<file path="config.mk">
export PLATFORM = sky130hd
export DESIGN_NAME = demux_1x4_stream
export DESIGN_NICKNAME = d
export VERILOG_FILES = /design/src/rtl/demux_pkg.sv /design/src/rtl/demux_ch_reg.sv /design/src/rtl/demux_1x4_stream.sv
export SDC_FILE = /design/constraint.sdc
export NUM_CORES = 1
export LEC_CHECK = 0
export BUFFER_PORTS_ARGS = -buffer_cell sky130_fd_sc_hd__buf_2
export CORE_UTILIZATION = 42
export CTS_CLUSTER_DIAMETER = 80
export CTS_CLUSTER_SIZE = 25
export DETAILED_ROUTE_END_ITERATION = 12
export PLACE_DENSITY = 0.79
export SETUP_SLACK_MARGIN = 0.4
export SLEW_MARGIN = 30
export SYNTH_ARGS = -nofsm -noshare
export SYNTH_HDL_FRONTEND = slang
export SYNTH_SLANG_ARGS = --single-unit
</file>
<file path="constraint.sdc">
create_clock -name clk -period 1.67 [get_ports clk]
set_input_delay 0.2505 -clock clk [delete_from_list [all_inputs] [get_ports clk]]
set_output_delay 0.2505 -clock clk [all_outputs]
set_load 0.1 [all_outputs]
</file>
<file path="src/rtl/demux_pkg.sv">
// Shared constants, channel index type and routing-mode enum for the
// 1-to-4 stream demultiplexer.
package demux_pkg;

  localparam int unsigned CH_NUM      = 4;
  localparam int unsigned SEL_W       = 2;
  localparam int unsigned DATA_W_DFLT = 16;
  localparam int unsigned CNT_W       = 16;

  typedef logic [SEL_W-1:0] ch_idx_t;

  typedef enum logic {
    ROUTE_SEL = 1'b0,
    ROUTE_RR  = 1'b1
  } route_mode_e;

  function automatic logic [CH_NUM-1:0] ch_onehot(input ch_idx_t idx);
    logic [CH_NUM-1:0] oh;
    oh      = '0;
    oh[idx] = 1'b1;
    return oh;
  endfunction

endpackage

</file>
<file path="src/rtl/demux_ch_reg.sv">
// One-entry valid/ready holding register for a single output channel.
// Data is held stable while valid and not ready; it keeps its last value after draining.
module demux_ch_reg
  import demux_pkg::*;
#(
  parameter int unsigned DATA_W = DATA_W_DFLT
) (
  input  logic              clk,
  input  logic              rst,
  input  logic              load,
  input  logic [DATA_W-1:0] data_in,
  output logic [DATA_W-1:0] m_data,
  output logic              m_valid,
  input  logic              m_ready,
  output logic              can_load
);

  logic [DATA_W-1:0] data_q, data_d;
  logic              valid_q, valid_d;

  // A load in the same cycle as a drain wins, keeping valid high for full rate.
  always_comb begin
    data_d  = data_q;
    valid_d = valid_q;
    if (load) begin
      data_d  = data_in;
      valid_d = 1'b1;
    end else if (valid_q && m_ready) begin
      valid_d = 1'b0;
    end
  end

  always_ff @(posedge clk) begin
    if (rst) begin
      data_q  <= '0;
      valid_q <= 1'b0;
    end else begin
      data_q  <= data_d;
      valid_q <= valid_d;
    end
  end

  assign m_data   = data_q;
  assign m_valid  = valid_q;
  assign can_load = ~valid_q | m_ready;

endmodule

</file>
<file path="src/rtl/demux_1x4_stream.sv">
// Registered 1-to-4 stream demultiplexer: explicit-select or round-robin routing.
// Optional per-channel accept counters on output ch_cnt when DEMUX_1X4_CNT_EN is defined.
module demux_1x4_stream
  import demux_pkg::*;
#(
  parameter int unsigned DATA_W = DATA_W_DFLT,
  parameter int unsigned CH_NUM = demux_pkg::CH_NUM
) (
  input  logic                     clk,
  input  logic                     rst,
  input  logic [DATA_W-1:0]        s_data,
  input  logic [SEL_W-1:0]         s_sel,
  input  logic                     s_valid,
  output logic                     s_ready,
  input  logic                     auto_en,
  output logic [CH_NUM*DATA_W-1:0] m_data,
  output logic [CH_NUM-1:0]        m_valid,
  input  logic [CH_NUM-1:0]        m_ready
`ifdef DEMUX_1X4_CNT_EN
  ,
  output logic [CH_NUM*CNT_W-1:0]  ch_cnt
`endif
);

  route_mode_e       mode;
  ch_idx_t           tgt;
  ch_idx_t           rr_ptr_q, rr_ptr_d;
  logic              accept;
  logic [CH_NUM-1:0] load;
  logic [CH_NUM-1:0] can_load;

  assign mode = route_mode_e'(auto_en);

  // Routing is decided only by the target channel's state, so a stalled
  // channel never blocks traffic aimed elsewhere.
  always_comb begin
    tgt      = (mode == ROUTE_RR) ? rr_ptr_q : s_sel;
    s_ready  = ~rst & can_load[tgt];
    accept   = s_valid & s_ready;
    load     = accept ? ch_onehot(tgt) : '0;
    rr_ptr_d = rr_ptr_q;
    if (accept && (mode == ROUTE_RR)) begin
      rr_ptr_d = rr_ptr_q + ch_idx_t'(1);
    end
  end

  always_ff @(posedge clk) begin
    if (rst) begin
      rr_ptr_q <= '0;
    end else begin
      rr_ptr_q <= rr_ptr_d;
    end
  end

  for (genvar k = 0; k < CH_NUM; k++) begin : g_ch
    demux_ch_reg #(
      .DATA_W (DATA_W)
    ) u_ch_reg (
      .clk      (clk),
      .rst      (rst),
      .load     (load[k]),
      .data_in  (s_data),
      .m_data   (m_data[k*DATA_W +: DATA_W]),
      .m_valid  (m_valid[k]),
      .m_ready  (m_ready[k]),
      .can_load (can_load[k])
    );
  end

`ifdef DEMUX_1X4_CNT_EN
  logic [CH_NUM-1:0][CNT_W-1:0] cnt_q, cnt_d;

  always_comb begin
    cnt_d = cnt_q;
    for (int unsigned k = 0; k < CH_NUM; k++) begin
      if (load[k]) begin
        cnt_d[k] = cnt_q[k] + CNT_W'(1);
      end
    end
  end

  always_ff @(posedge clk) begin
    if (rst) begin
      cnt_q <= '0;
    end else begin
      cnt_q <= cnt_d;
    end
  end

  assign ch_cnt = cnt_q;
`endif

endmodule

</file>
==> run metrics <==
routability cong.=0.933; Tmin final=2.03 ns; chip height=84.9 um; CP peak stage delay=0.36 ns; CP max-delay cell=dfxtp_4; initial antenna violation count=0; Die Wd=84.9 um; maximum VDD drop=0.000461 V; first-pass GRT wire length=11.2 mm; I/O Pins=95; Hold Vio Cnt, Final=0; Rows=29; hpwl dp=4.53 mm; max frequency=494 MHz; Core ar.=0.00649 mm^2; HP Class=input port to flop; register bit total from synthesis=70; Mapped Avg Cell Area=10.5 um^2; Max-slew headroom=71.6%; worst reg2reg path startpoint=rr_ptr_q[0]; period utilization=121%; FILL cells=514; cell count after synthesis=275; Clock Tree Buf Depth=2; Finished Layout Cells=471; Leak Pwr=2.17 nW; Req. time, crit path=1.42 ns; latest clock arrival within the worst-skew pair=0.33 ns; Initial DRC Count=73; Critical Path AT=1.78 ns; n_diodes=0; worst hold path stage count=3; routed vias=2,346; Setup Skew=0.0125 ns; hold_buf cts=0; max cap viols=0; area grow syn2layout=41.2%; TritonCTS buffer count=9; Inst Count DP=439; Reg2Reg Setup Slack=-0.35 ns; r2r worst-path depth=13; Worst Setup Start Kind=flop; post-layout net count=417; number of global-route vias before repair=2,332; clk sink count=70; Worst Hold End=g_ch[1].u_ch_reg.m_data[7]; CP cell instances=inv_2 -> a32o_2 -> a222oi_1 -> buf_4 -> buf_6 -> and2_4 -> buf_12; run status=complete, but fails checks; WL/cell=15.7 um; Synthesized Nets=301; failing checks=DRC, setup timing; worst flop-to-flop path endpoint=rr_ptr_q[0]; post-layout util=62.8%; clk root buf=clkbuf_8; Final Worst Setup Slack=-0.356 ns; total track usage=20.2%; post-DR vias/cell=4.98; RSZ-0062 raised after global routing=true; H-Tree Depth=3; clk slew on worst S/H paths=0.07 ns; power density over the cells=866 mW/mm^2; port bufs=94; largest net degree at the start of global routing=54; CTS tree=done; final wirelength=7.41 mm; crit path max fanout=4; post-route ant nets=0; layout cells sized above 1=41.4%; DRC viols=3; final setup fails=43; synth warn=0; Worst Setup End Kind=output port; Synth Cell Area=0.00289 mm^2; die area=0.00721 mm^2; worst min-delay path startpoint=s_data[7]; critical path class=flop to output port; First-pass DRT Iterations=9; synth unique cells=27; Final Max Slew Viols=0; Slew @ Worst Pin=0.426 ns; Overflow after GRT=0; Seq/Total Area, Yosys=48.5%; Initial Utilization=44.5%
synthesized netlist by cell type:
cell type / count / area share [%]
a211o_2: 1 / 0.35
a211oi_1: 1 / 0.26
a21oi_1: 5 / 0.87
a222oi_1: 1 / 0.35
a32o_1: 2 / 0.69
and2_2: 1 / 0.26
and2b_2: 4 / 1.2
buf_1: 1 / 0.13
buf_12: 2 / 1.4
buf_2: 3 / 0.52
buf_4: 4 / 1.0
buf_6: 2 / 0.78
bufbuf_16: 1 / 1.1
clkbuf_1: 8 / 1.0
dfxtp_1: 70 / 49
inv_1: 3 / 0.39
mux2i_1: 65 / 23
nand2_1: 3 / 0.39
nand2b_1: 53 / 11
nand3_1: 3 / 0.52
nand3b_1: 1 / 0.26
nand4_1: 2 / 0.43
nand4b_1: 1 / 0.30
nor2_1: 35 / 4.5
nor3b_1: 1 / 0.26
o21ai_0: 1 / 0.17
o21ai_1: 1 / 0.17
layer usage:
layer	GRT usage [%]	vias to the layer above	wire length, um
li1	-	1142	-
met5	0	-	0
met2	35.2	59	3700
met1	24.0	1132	3310
met4	10.3	0	138
met3	3.50	13	261
critical path, delay by kind of cell, from the launching register on:
family,cells,cell delay [ns]
AO/OA/AOI/OAI,2,0.48
flip-flops,1,0.36
buffers and inverters,4,0.48
AND/OR/NAND/NOR,1,0.14
state kept, by name, indices dropped and copies added (netlist names):
register,count
g_ch.u_ch_reg.m_valid,4
rr_ptr_q,2
g_ch.u_ch_reg.m_data,64
placed cells by master, fill, tap and decap left out:
cell type and n:
buf_6 21, nand2b_1 53, a222oi_1 1, clkbuf_8 10, nand3b_1 1, nand2_8 2, nor2_1 35, a211oi_1 1
and2b_2 4, clkinv_2 2, nand3_1 2, clkbuf_16 2, nand3_2 1, and2_4 1, dfxtp_2 1, a21oi_2 4
a211o_2 1, dfxtp_4 2, buf_12 2, buf_2 25, o21ai_2 2, mux2i_1 62, nand4b_1 1, nor3b_4 1
clkbuf_1 2, nand2_1 2, a21oi_1 1, a32o_2 2, dfxtp_1 67, nand4_1 2, buf_4 75, inv_1 1
inv_2 2, mux2i_2 3
what timing repair did:
item,4_1_cts,5_1_grt
setup buffers,11,3
pin swaps,8,5
gates cloned,1,3
gates resized for setup,89,20
setup endpoints to repair,137,75
area by class of cell:
class                   instances  area, um^2  share of cell area (%)
repair buffers                125        1010                    24.9
multi-input cells             182        1390                    34.1
clock buffers                  12         145                    3.56
well taps                      77        96.3                    2.36
flip-flops and latches         70        1410                    34.6
clock inverters                 2        10.0                   0.245
inverters                       3        11.3                   0.276
power breakdown:
| part | internal, mW | leakage (nW) | switching [mW] | total [mW] |
|---|---|---|---|---|
| sequential | 1.71 | 0.568 | 0.0264 | 1.74 |
| combinational | 0.210 | 1.52 | 0.468 | 0.678 |
| clock | 0.559 | 0.0821 | 0.556 | 1.12 |
| total | 2.48 | 2.17 | 1.05 | 3.53 |
how the worst max path moves through the flow:
stage	endpoint	cells past startpoint	from	slack [ns]
3_5_place_dp	s_ready	7	auto_en	-0.19
3_3_place_gp	s_ready	7	auto_en	-0.11
6_report	s_ready	7	rr_ptr_q[1]	-0.36
4_1_cts	s_ready	7	rr_ptr_q[1]	-0.35
5_1_grt	s_ready	7	rr_ptr_q[1]	-0.46
2_1_floorplan	g_ch[2].u_ch_reg.m_data[10]	7	rr_ptr_q[0]	-0.13
metrics by stage:
stage               cell area [um^2]  hold slack [ns]  setup TNS, ns  power, mW  setup slack (ns)
floorplan                       2940            0.391          -2.56       2.25            -0.128
detailed placement              3440            0.466          -4.33       2.36            -0.194
global placement                3440            0.459          -1.66       2.36            -0.108
global route                    4080            0.193         -12.60       3.66            -0.461
CTS                             3940            0.171          -1.68       3.55            -0.347
finish                          4080            0.190          -7.26       3.53            -0.356
kinds of logic after synthesis:
kind of cell | after synthesis | share of synthesized area [%]
DFF | 70 | 48.5
and+or+nand+nor | 104 | 19.7
buffers and inverters | 24 | 6.41
muxes | 65 | 22.5
AOI/OAI and AO/OA | 12 | 2.86
(Power assumes the default switching activity.)
